`src/rtl/mac_dot_engine.sv`:
```
// mac_dot_engine: dual-port RAM with a pipelined multiply-accumulate engine.
// On start it streams vectors A and B from RAM (one pair per clock),
// accumulates their dot product, writes the result back as two words
// (low at base_r, high at base_r+1) and pulses done.
// Optional build macro: MAC_SAT_EN -- clamp the accumulator on overflow
// instead of wrapping.
module mac_dot_engine #(
    parameter int DATA_W = 16,
    parameter int ACC_W  = 40,
    parameter int ADDR_W = 5,
    parameter int SIGNED = 0
) (
    input  logic              clk,
    input  logic              reset_n,
    input  logic              host_we,
    input  logic [ADDR_W-1:0] host_addr,
    input  logic [DATA_W-1:0] host_wdata,
    output logic [DATA_W-1:0] host_rdata,
    input  logic              start,
    input  logic [ADDR_W-1:0] base_a,
    input  logic [ADDR_W-1:0] base_b,
    input  logic [ADDR_W-1:0] base_r,
    input  logic [ADDR_W:0]   len,
    output logic              busy,
    output logic              done,
    output logic [ACC_W-1:0]  result,
    output logic              overflow
);

    localparam int DEPTH = 1 << ADDR_W;

    typedef enum logic [2:0] {
        S_IDLE, S_RUN, S_DRAIN, S_WR_LO, S_WR_HI, S_DONE
    } state_t;

    state_t              state;
    logic [DATA_W-1:0]   mem [DEPTH];

    logic [ADDR_W:0]     cnt, cnt_nxt, len_q;
    logic [ADDR_W-1:0]   base_a_q, base_b_q, base_r_q;
    logic [ADDR_W-1:0]   addr_a, addr_b;
    logic                we_b, host_wr, run_clr;
    logic [DATA_W-1:0]   wdata_b, rd_a, rd_b;
    logic [2*DATA_W-1:0] ext_a, ext_b, prod;
    logic                v1, v2;
    logic [ACC_W-1:0]    acc, prod_ext;
    logic [ACC_W:0]      sum_w;
    logic                ovf_now;

    assign host_wr = host_we && !busy;
    assign run_clr = (state == S_IDLE) && start;
    assign cnt_nxt = cnt + 1'b1;

    // Port address/write selection: engine owns port A only while streaming.
    always_comb begin
        // NOTE: every output of a combinational block gets a default first so no latch is inferred.
        addr_a  = host_addr;
        addr_b  = base_b_q + cnt[ADDR_W-1:0];
        we_b    = 1'b0;
        wdata_b = acc[DATA_W-1:0];
        if (state == S_RUN) addr_a = base_a_q + cnt[ADDR_W-1:0];
        case (state)
            S_WR_LO: begin
                addr_b = base_r_q;
                we_b   = 1'b1;
            end
            S_WR_HI: begin
                addr_b  = base_r_q + 1'b1;
                we_b    = 1'b1;
                wdata_b = acc[2*DATA_W-1:DATA_W];
            end
            default: ;
        endcase
    end

    // RAM write ports: host on A (idle only), engine writeback on B.
    // NOTE: the RAM array is deliberately left without reset so it maps onto block RAM and keeps contents across reset.
    always_ff @(posedge clk) begin
        if (host_wr) mem[host_addr] <= host_wdata;
        if (we_b)    mem[addr_b]    <= wdata_b;
    end

    // Operand extension and product width handling.
    always_comb begin
        ext_a    = {{DATA_W{1'b0}}, rd_a};
        ext_b    = {{DATA_W{1'b0}}, rd_b};
        prod_ext = ACC_W'(prod);
        if (SIGNED != 0) begin
            ext_a    = {{DATA_W{rd_a[DATA_W-1]}}, rd_a};
            ext_b    = {{DATA_W{rd_b[DATA_W-1]}}, rd_b};
            prod_ext = ACC_W'($signed(prod));
        end
        sum_w   = {1'b0, acc} + {1'b0, prod_ext};
        ovf_now = (SIGNED != 0)
                ? ((acc[ACC_W-1] == prod_ext[ACC_W-1]) && (sum_w[ACC_W-1] != acc[ACC_W-1]))
                : sum_w[ACC_W];
    end

`ifdef MAC_SAT_EN
    logic [ACC_W-1:0] sat_val;

    // Clamp target: overflow direction follows the sign of the addend.
    always_comb begin
        sat_val = '1;
        if (SIGNED != 0)
            sat_val = prod_ext[ACC_W-1] ? {1'b1, {(ACC_W-1){1'b0}}}
                                        : {1'b0, {(ACC_W-1){1'b1}}};
    end
`endif

    // RAM read registers, product stage and host read-back register.
    always_ff @(posedge clk or negedge reset_n) begin
        if (!reset_n) begin
            rd_a       <= '0;
            rd_b       <= '0;
            v1         <= 1'b0;
            prod       <= '0;
            v2         <= 1'b0;
            host_rdata <= '0;
        end else begin
            // NOTE: non-blocking reads return the pre-write word on a same-address read-during-write.
            rd_a <= mem[addr_a];
            rd_b <= mem[addr_b];
            v1   <= (state == S_RUN);
            prod <= ext_a * ext_b;
            v2   <= v1;
            if (!busy) host_rdata <= mem[host_addr];
        end
    end

    // Accumulator and sticky overflow; only valid products are added.
    always_ff @(posedge clk or negedge reset_n) begin
        if (!reset_n) begin
            acc      <= '0;
            overflow <= 1'b0;
        end else if (run_clr) begin
            acc      <= '0;
            overflow <= 1'b0;
        end else if (v2) begin
`ifdef MAC_SAT_EN
            if (!overflow) acc <= ovf_now ? sat_val : sum_w[ACC_W-1:0];
`else
            acc <= sum_w[ACC_W-1:0];
`endif
            if (ovf_now) overflow <= 1'b1;
        end
    end

    // Control FSM: sequencing, operand latching and registered status outputs.
    always_ff @(posedge clk or negedge reset_n) begin
        if (!reset_n) begin
            state    <= S_IDLE;
            cnt      <= '0;
            len_q    <= '0;
            base_a_q <= '0;
            base_b_q <= '0;
            base_r_q <= '0;
            busy     <= 1'b0;
            done     <= 1'b0;
            result   <= '0;
        end else begin
            done <= 1'b0;
            case (state)
                S_IDLE: if (start) begin
                    base_a_q <= base_a;
                    base_b_q <= base_b;
                    base_r_q <= base_r;
                    len_q    <= len;
                    cnt      <= '0;
                    busy     <= 1'b1;
                    state    <= (len == '0) ? S_DRAIN : S_RUN;
                end
                S_RUN: begin
                    if (cnt_nxt == len_q) begin
                        cnt   <= '0;
                        state <= S_DRAIN;
                    end else begin
                        cnt <= cnt_nxt;
                    end
                end
                S_DRAIN: begin
                    if (cnt[0]) begin
                        cnt   <= '0;
                        state <= S_WR_LO;
                    end else begin
                        cnt <= cnt_nxt;
                    end
                end
                S_WR_LO: state <= S_WR_HI;
                S_WR_HI: begin
                    busy   <= 1'b0;
                    done   <= 1'b1;
                    result <= acc;
                    state  <= S_DONE;
                end
                S_DONE:  state <= S_IDLE;
                default: state <= S_IDLE;
            endcase
        end
    end

endmodule

```
`config.mk`:
```
export PLATFORM = sky130hd
export DESIGN_NAME = mac_dot_engine
export DESIGN_NICKNAME = d
export VERILOG_FILES = /design/src/rtl/mac_dot_engine.sv
export SDC_FILE = /design/constraint.sdc
export NUM_CORES = 2
export LEC_CHECK = 0
export CAP_MARGIN = 30
export CORE_AREA = 2 2 572 290
export DETAILED_ROUTE_END_ITERATION = 10
export DIE_AREA = 0 0 574 292
export PLACE_DENSITY_LB_ADDON = 0.25
export SLEW_MARGIN = 0
export SYNTH_ARGS = -nofsm -noshare
export SYNTH_HDL_FRONTEND = slang
export SYNTH_SLANG_ARGS = --single-unit
```
`constraint.sdc`:
```
create_clock -name clk -period 9.1 [get_ports clk]
set_input_delay 1.82 -clock clk [delete_from_list [all_inputs] [get_ports clk]]
set_output_delay 1.82 -clock clk [all_outputs]
set_load 0.02 [all_outputs]
```
== Word level (Yosys, flattened, before mapping) ==
Memories as Yosys holds them, arrays and structs flattened. A register that Yosys moved wholly into a read port is not among the register bits.
Cells that the tools add are included.

* Equality and inequality tests: 8
* Multipliers: 1
* Mux-type cells: 25
* Reduce and logical (&&, ||, !) cells: 19
* $add $sub $neg: 5

{| class="wikitable"
|+ Operators by type and width
! kind !! number
|-
| $mux 40 || 2
|-
| $add 40x32->41 || 1
|-
| $mul 16x16->32 || 1
|-
| $mux 6 || 3
|-
| $pmux 6 s3 || 1
|-
| $mux 16 || 1
|-
| $pmux 3 s5 || 1
|-
| $add 5x5->5 || 2
|-
| $mux 1 || 10
|-
| $pmux 5 s2 || 1
|-
| $mux 3 || 3
|-
| $reduce_and 2->1 || 4
|-
| $add 6x1->6 const B || 1
|-
| $eq 3x2->1 const B || 2
|-
| $eq 6x6->1 || 1
|-
| $logic_not 6->1 || 1
|-
| $reduce_bool 2->1 || 3
|-
| $add 5x1->5 const B || 1
|-
| $logic_not 1->1 || 5
|-
| $mux 5 || 1
|-
| $ne 2x2->1 const B || 2
|-
| $eq 3x1->1 const B || 1
|-
| $eq 3x3->1 const B || 1
|-
| $logic_not 3->1 || 1
|-
| 7 further kinds || 8
|}

* Input bits: 46
* RAM bits: 512
* Output and inout port bits: 59
* Word-level logic and storage cells: 73
* Register bits: 147
* Memories kept: 1

{| class="wikitable"
|+ Memory list
! name !! depth !! bits a word !! read ports !! clocked after Yosys merged registers in !! wr ports !! line !! RTL
|-
| mem || 32 || 16 || 3 || 3 || 2 || 37 || <nowiki>logic [DATA_W-1:0] mem [DEPTH];</nowiki>
|}

== Longest topological paths before layout ==
* Depth in word-level cells: 5
* Depth in mapped cells: 22
* Depth with buffers taken out: 21

== Worst setup path after synthesis ==
Ideal clock, no wire load.

* Kind: reg-to-reg
* Start point: reg rd_b[7], read port of mem
* End point: reg prod[28]
* Setup slack: 3.061 ns
* Library setup time: 0.116 ns
* Path buffers: 1
* Required time: 8.984 ns
* Period minus slack after synthesis: 6.039 ns
* Arrival time: 5.924 ns
* Stages on the path, launching flop included: 23
* Path through: dfrtp_1 clkbuf_1 nand2_1 fa_1 inv_1 fa_1 inv_1 fa_1 inv_1 fa_1 fa_1 inv_1 fa_1 inv_1 ha_1 nand3_1 nor4_1 o21ai_0 o211ai_1 o311a_1 o41ai_1 or4b_1 o311ai_0

* Word-level cells in the longest chain between the ends: 1

{| class="wikitable"
|+ Ends and longest elaborated chain
! element !! line !! RTL
|-
| start, declared || 43 || <nowiki>logic [DATA_W-1:0] wdata_b, rd_a, rd_b;</nowiki>
|-
| $mul 16x16->32 || 125 || <nowiki>prod <= ext_a * ext_b;</nowiki>
|-
| end signal, assigned || 125 ||
|-
| end, declared || 44 || <nowiki>logic [2*DATA_W-1:0] ext_a, ext_b, prod;</nowiki>
|}

No other way between the ends.
A chain may end at the register's enable or synchronous reset.

== Final worst setup path ==
* Start point: reg rd_a[7], read port of mem
* End point: reg prod[28]

* Word-level cells in the longest chain between the ends: 1

{| class="wikitable"
|+ Ends and longest elaborated chain
! element !! line
|-
| start, declared || 43
|-
| $mul 16x16->32 || 125
|}

No other way between the ends.

==> impl_metrics.csv <==
group,metric,value,unit
synth,synthTopCellsByArea,"edfxtp_1 29%, dfrtp_1 9.1%, fa_1 7.4%",
sta,period_needed,6847,ps
clocking,h-tree-depth,3,
grt,grt_overflow_total,0,
clocking,post_cts.repair.setup_buffers,0,
synth,netlist_area,53400,sq um
grt,grt_max_degree,121,
synth,synth_top_area_share,28.79,%
final_layout,drive_gt1_share,10.93,%
clocking,clockBufferDepth,3,
grt,grt_pass1_wl,311100,microns
setup_path,cp_data_arrival_time,7420,ps
synth,synth_compound_area_share,16.62,%
flow_run,max_cap_violations,0,
clocking,clkLatencyLatePin,700,ps
sta,drv_slew,0,
sta,tightestPinTransition,1151,ps
final_layout,final_cells,7768,
synth,ys_types,88,
floorplanning,core_area,162600,sq um
synth,ys_warn_count,0,
floorplanning,die_w,574,microns
clocking,postCtsHoldBufs,0,
detailed_routing,post-route-drc-count,0,
synth,synth-simple-area-share,16.51,%
floorplanning,fp-row-count,105,
sta,rsz0062_at_grt,"false",
synth,synth_seq_area_share,37.93,%
final_layout,finalInstanceArea,59340,sq um
grt,first_global_vias,41851,
synth,synthMuxAreaShare,10.69,%
final_layout,final_cell_mix,"979 x nand2_1, 588 x a21oi_1, 551 x nor2_1, 512 x edfxtp_1, 258 x inv_1",
setup_path,worstSetupPathType,"reg -> reg",
synth,syn_nets,6071,
clocking,cts_tree,"done",
synth,syn_area_per_cell,9.399,sq um
placement,routabilityCongestion,0.9256,
detailed_routing,finalWirelength,217400,microns
synth,synth_top_family_by_area,"compound AO/OA/AOI/OAI gates",
detailed_routing,drt-pass1-iter-count,6,
detailed_routing,ant_nets,0,
synth,synth_ff_type,"edfxtp_1",
detailed_routing,vias,45954,
sta,slew_headroom,23.28,%
outcome,status,"completed",
final_layout,fin_nets,5902,
synth,synthAdderAreaFrac,10.83,%
setup_path,setup.worst_path.start_class,"flop",
synth,synth-async-reset-ratio,27.58,%
clocking,clkSlewWorstSetupHoldPaths,70,ps
final_layout,mostFrequentLayoutCell,"nand2_1",
setup_path,crit_path_end_kind,"flop",
grt,grt_antenna_before_repair,20,
synth,synth_edf_count,512,
placement,place_hpwl,149000,microns
final_layout,area_delta_synth_final,11.12,%
sta,setup_viol,0,
clocking,cts.sinks,707,
detailed_routing,wire_per_inst,27.99,microns
synth,synthCells,5681,
sta,fin_ws,2253,ps
placement,placed_cells,7626,
sta,hold_viol_final,0,
sta,max_freq,146.1,MHz
synth,synth_top_area_cell,"edfxtp_1",
placement,pre_cts_slack,2299,ps
placement,dpl_cell_area,56750,sq um
floorplanning,start_util,32.83,%
setup_path,path_max_fanout,16,
clocking,clockRootBuffer,"clkbuf_16",
min_path,hold_path.class,"reg -> reg",
detailed_routing,vias_per_cell,5.916,
clocking,cts_resized,0,
sta,min_period_over_period,75.24,%
sta,fin_tns_setup,0,ps
sta,clock_skew,54.76,ps
floorplanning,die_area,167600,sq um
floorplanning,io_pins,105,
floorplanning,die_h,292,microns
placement,port_buffers,104,
clocking,cts_buffers,73,
setup_path,cp_data_required_time,9670,ps
grt,track_usage,25.32,%
synth,synth_xor_area_share,1.099,%
detailed_routing,initialDrtViolationCount,7350,
synth,synth-seq-cells,707,
## final timing paths
kind,start,end,slack (ps),cells past startpoint
max,rd_a[7]$_DFF_PN0_,prod[28]$_DFF_PN0_,2250,21
min,v1$_DFF_PN0_,v2$_DFF_PN0_,370,0
max reg2reg,rd_a[7]$_DFF_PN0_,prod[28]$_DFF_PN0_,2250,21
min reg2reg,v1$_DFF_PN0_,v2$_DFF_PN0_,370,0
max in group asynchronous,reset_n,busy$_DFFE_PN0P_,6560,2
min in group asynchronous,reset_n,result[32]$_DFFE_PN0P_,1170,1
## cell usage after synthesis (all sizes together), types with 6 or more instances
cell,n
edfxtp,512
o31ai,6
nand2,985
xnor2,44
fa,197
o221ai,10
and3,24
a21o,42
buf,205
ha,147
nor3,28
clkbuf,300
a221o,7
a311oi,113
nor2b,13
mux2,83
a22oi,16
o32a,9
a21boi,19
a31oi,83
a21oi,589
o22ai,29
inv,259
o21ai,183
nor2,573
o21bai,16
o211ai,11
a221oi,14
mux4,128
nand2b,11
nand4,9
xor2,23
and2,249
a211oi,196
o21a,12
or3,10
dfrtp,195
nand3,61
a32o,11
mux2i,189
## state kept, by name, indices dropped and copies added (netlist names), 6 cells and up
register / cells
rd_b: 16
len_q: 6
host_rdata: 16
mem: 512
acc: 40
cnt: 6
rd_a: 16
result: 40
prod: 32
## through the flow
stage          hold WS (ps)  util (%)
2_1_floorplan         331.2         -
3_3_place_gp          337.7     34.62
3_5_place_dp          356.9     34.89
4_1_cts               371.2     36.43
5_1_grt               373.6     36.48
6_report              369.9     36.48
## cell families (layout without fill, tap and decap cells)
logic type,Yosys count,count (layout)
muxes,400,400
adders and majority gates,344,344
xor gates and xnor gates,67,67
and+or+nand+nor,1990,1990
other,0,4
buffers and inverters,765,655
AOI/OAI and AO/OA,1408,1408
DFF,707,707
## worst max-delay path: stages (launching register included)
cell and delay [ps]:
dfrtp_1 770, nand2_1 170, fa_1 570, inv_1 50
fa_1 490, inv_1 50, fa_1 540, inv_1 50
fa_1 470, fa_1 500, inv_1 50, fa_1 470
inv_1 40, ha_1 330, nand3_1 140, nor4_1 50
o21ai_0 80, o211ai_1 320, o311a_1 520, o41ai_1 500
or4b_1 470, o311ai_0 100
## per-layer routing
metal  track usage (%)  part of all wire (%)  up-vias  wire length (microns)
met3             7.957                    15      313                  31700
met1             40.67                    46    22712                 100000
li1                  -                     -    19808                      -
met4             5.468                   2.4       12                   5202
met2             31.81                    37     3109                  80380
met5                 0                 0.040        -                     87
## area by class of cell
class / count / area, sq um
diodes: 4 / 10.01
clock buffers: 96 / 2056
clock inverters: 38 / 440.4
fillers: 16296 / 103300
inverters: 260 / 988.4
multi-input cells: 4209 / 30190
flip-flops and latches: 707 / 20260
well taps: 2193 / 2744
repair buffers: 261 / 2655
Power is not shown: default switching activity piles up to over one toggle a cycle in this logic, so the estimate is an artifact.
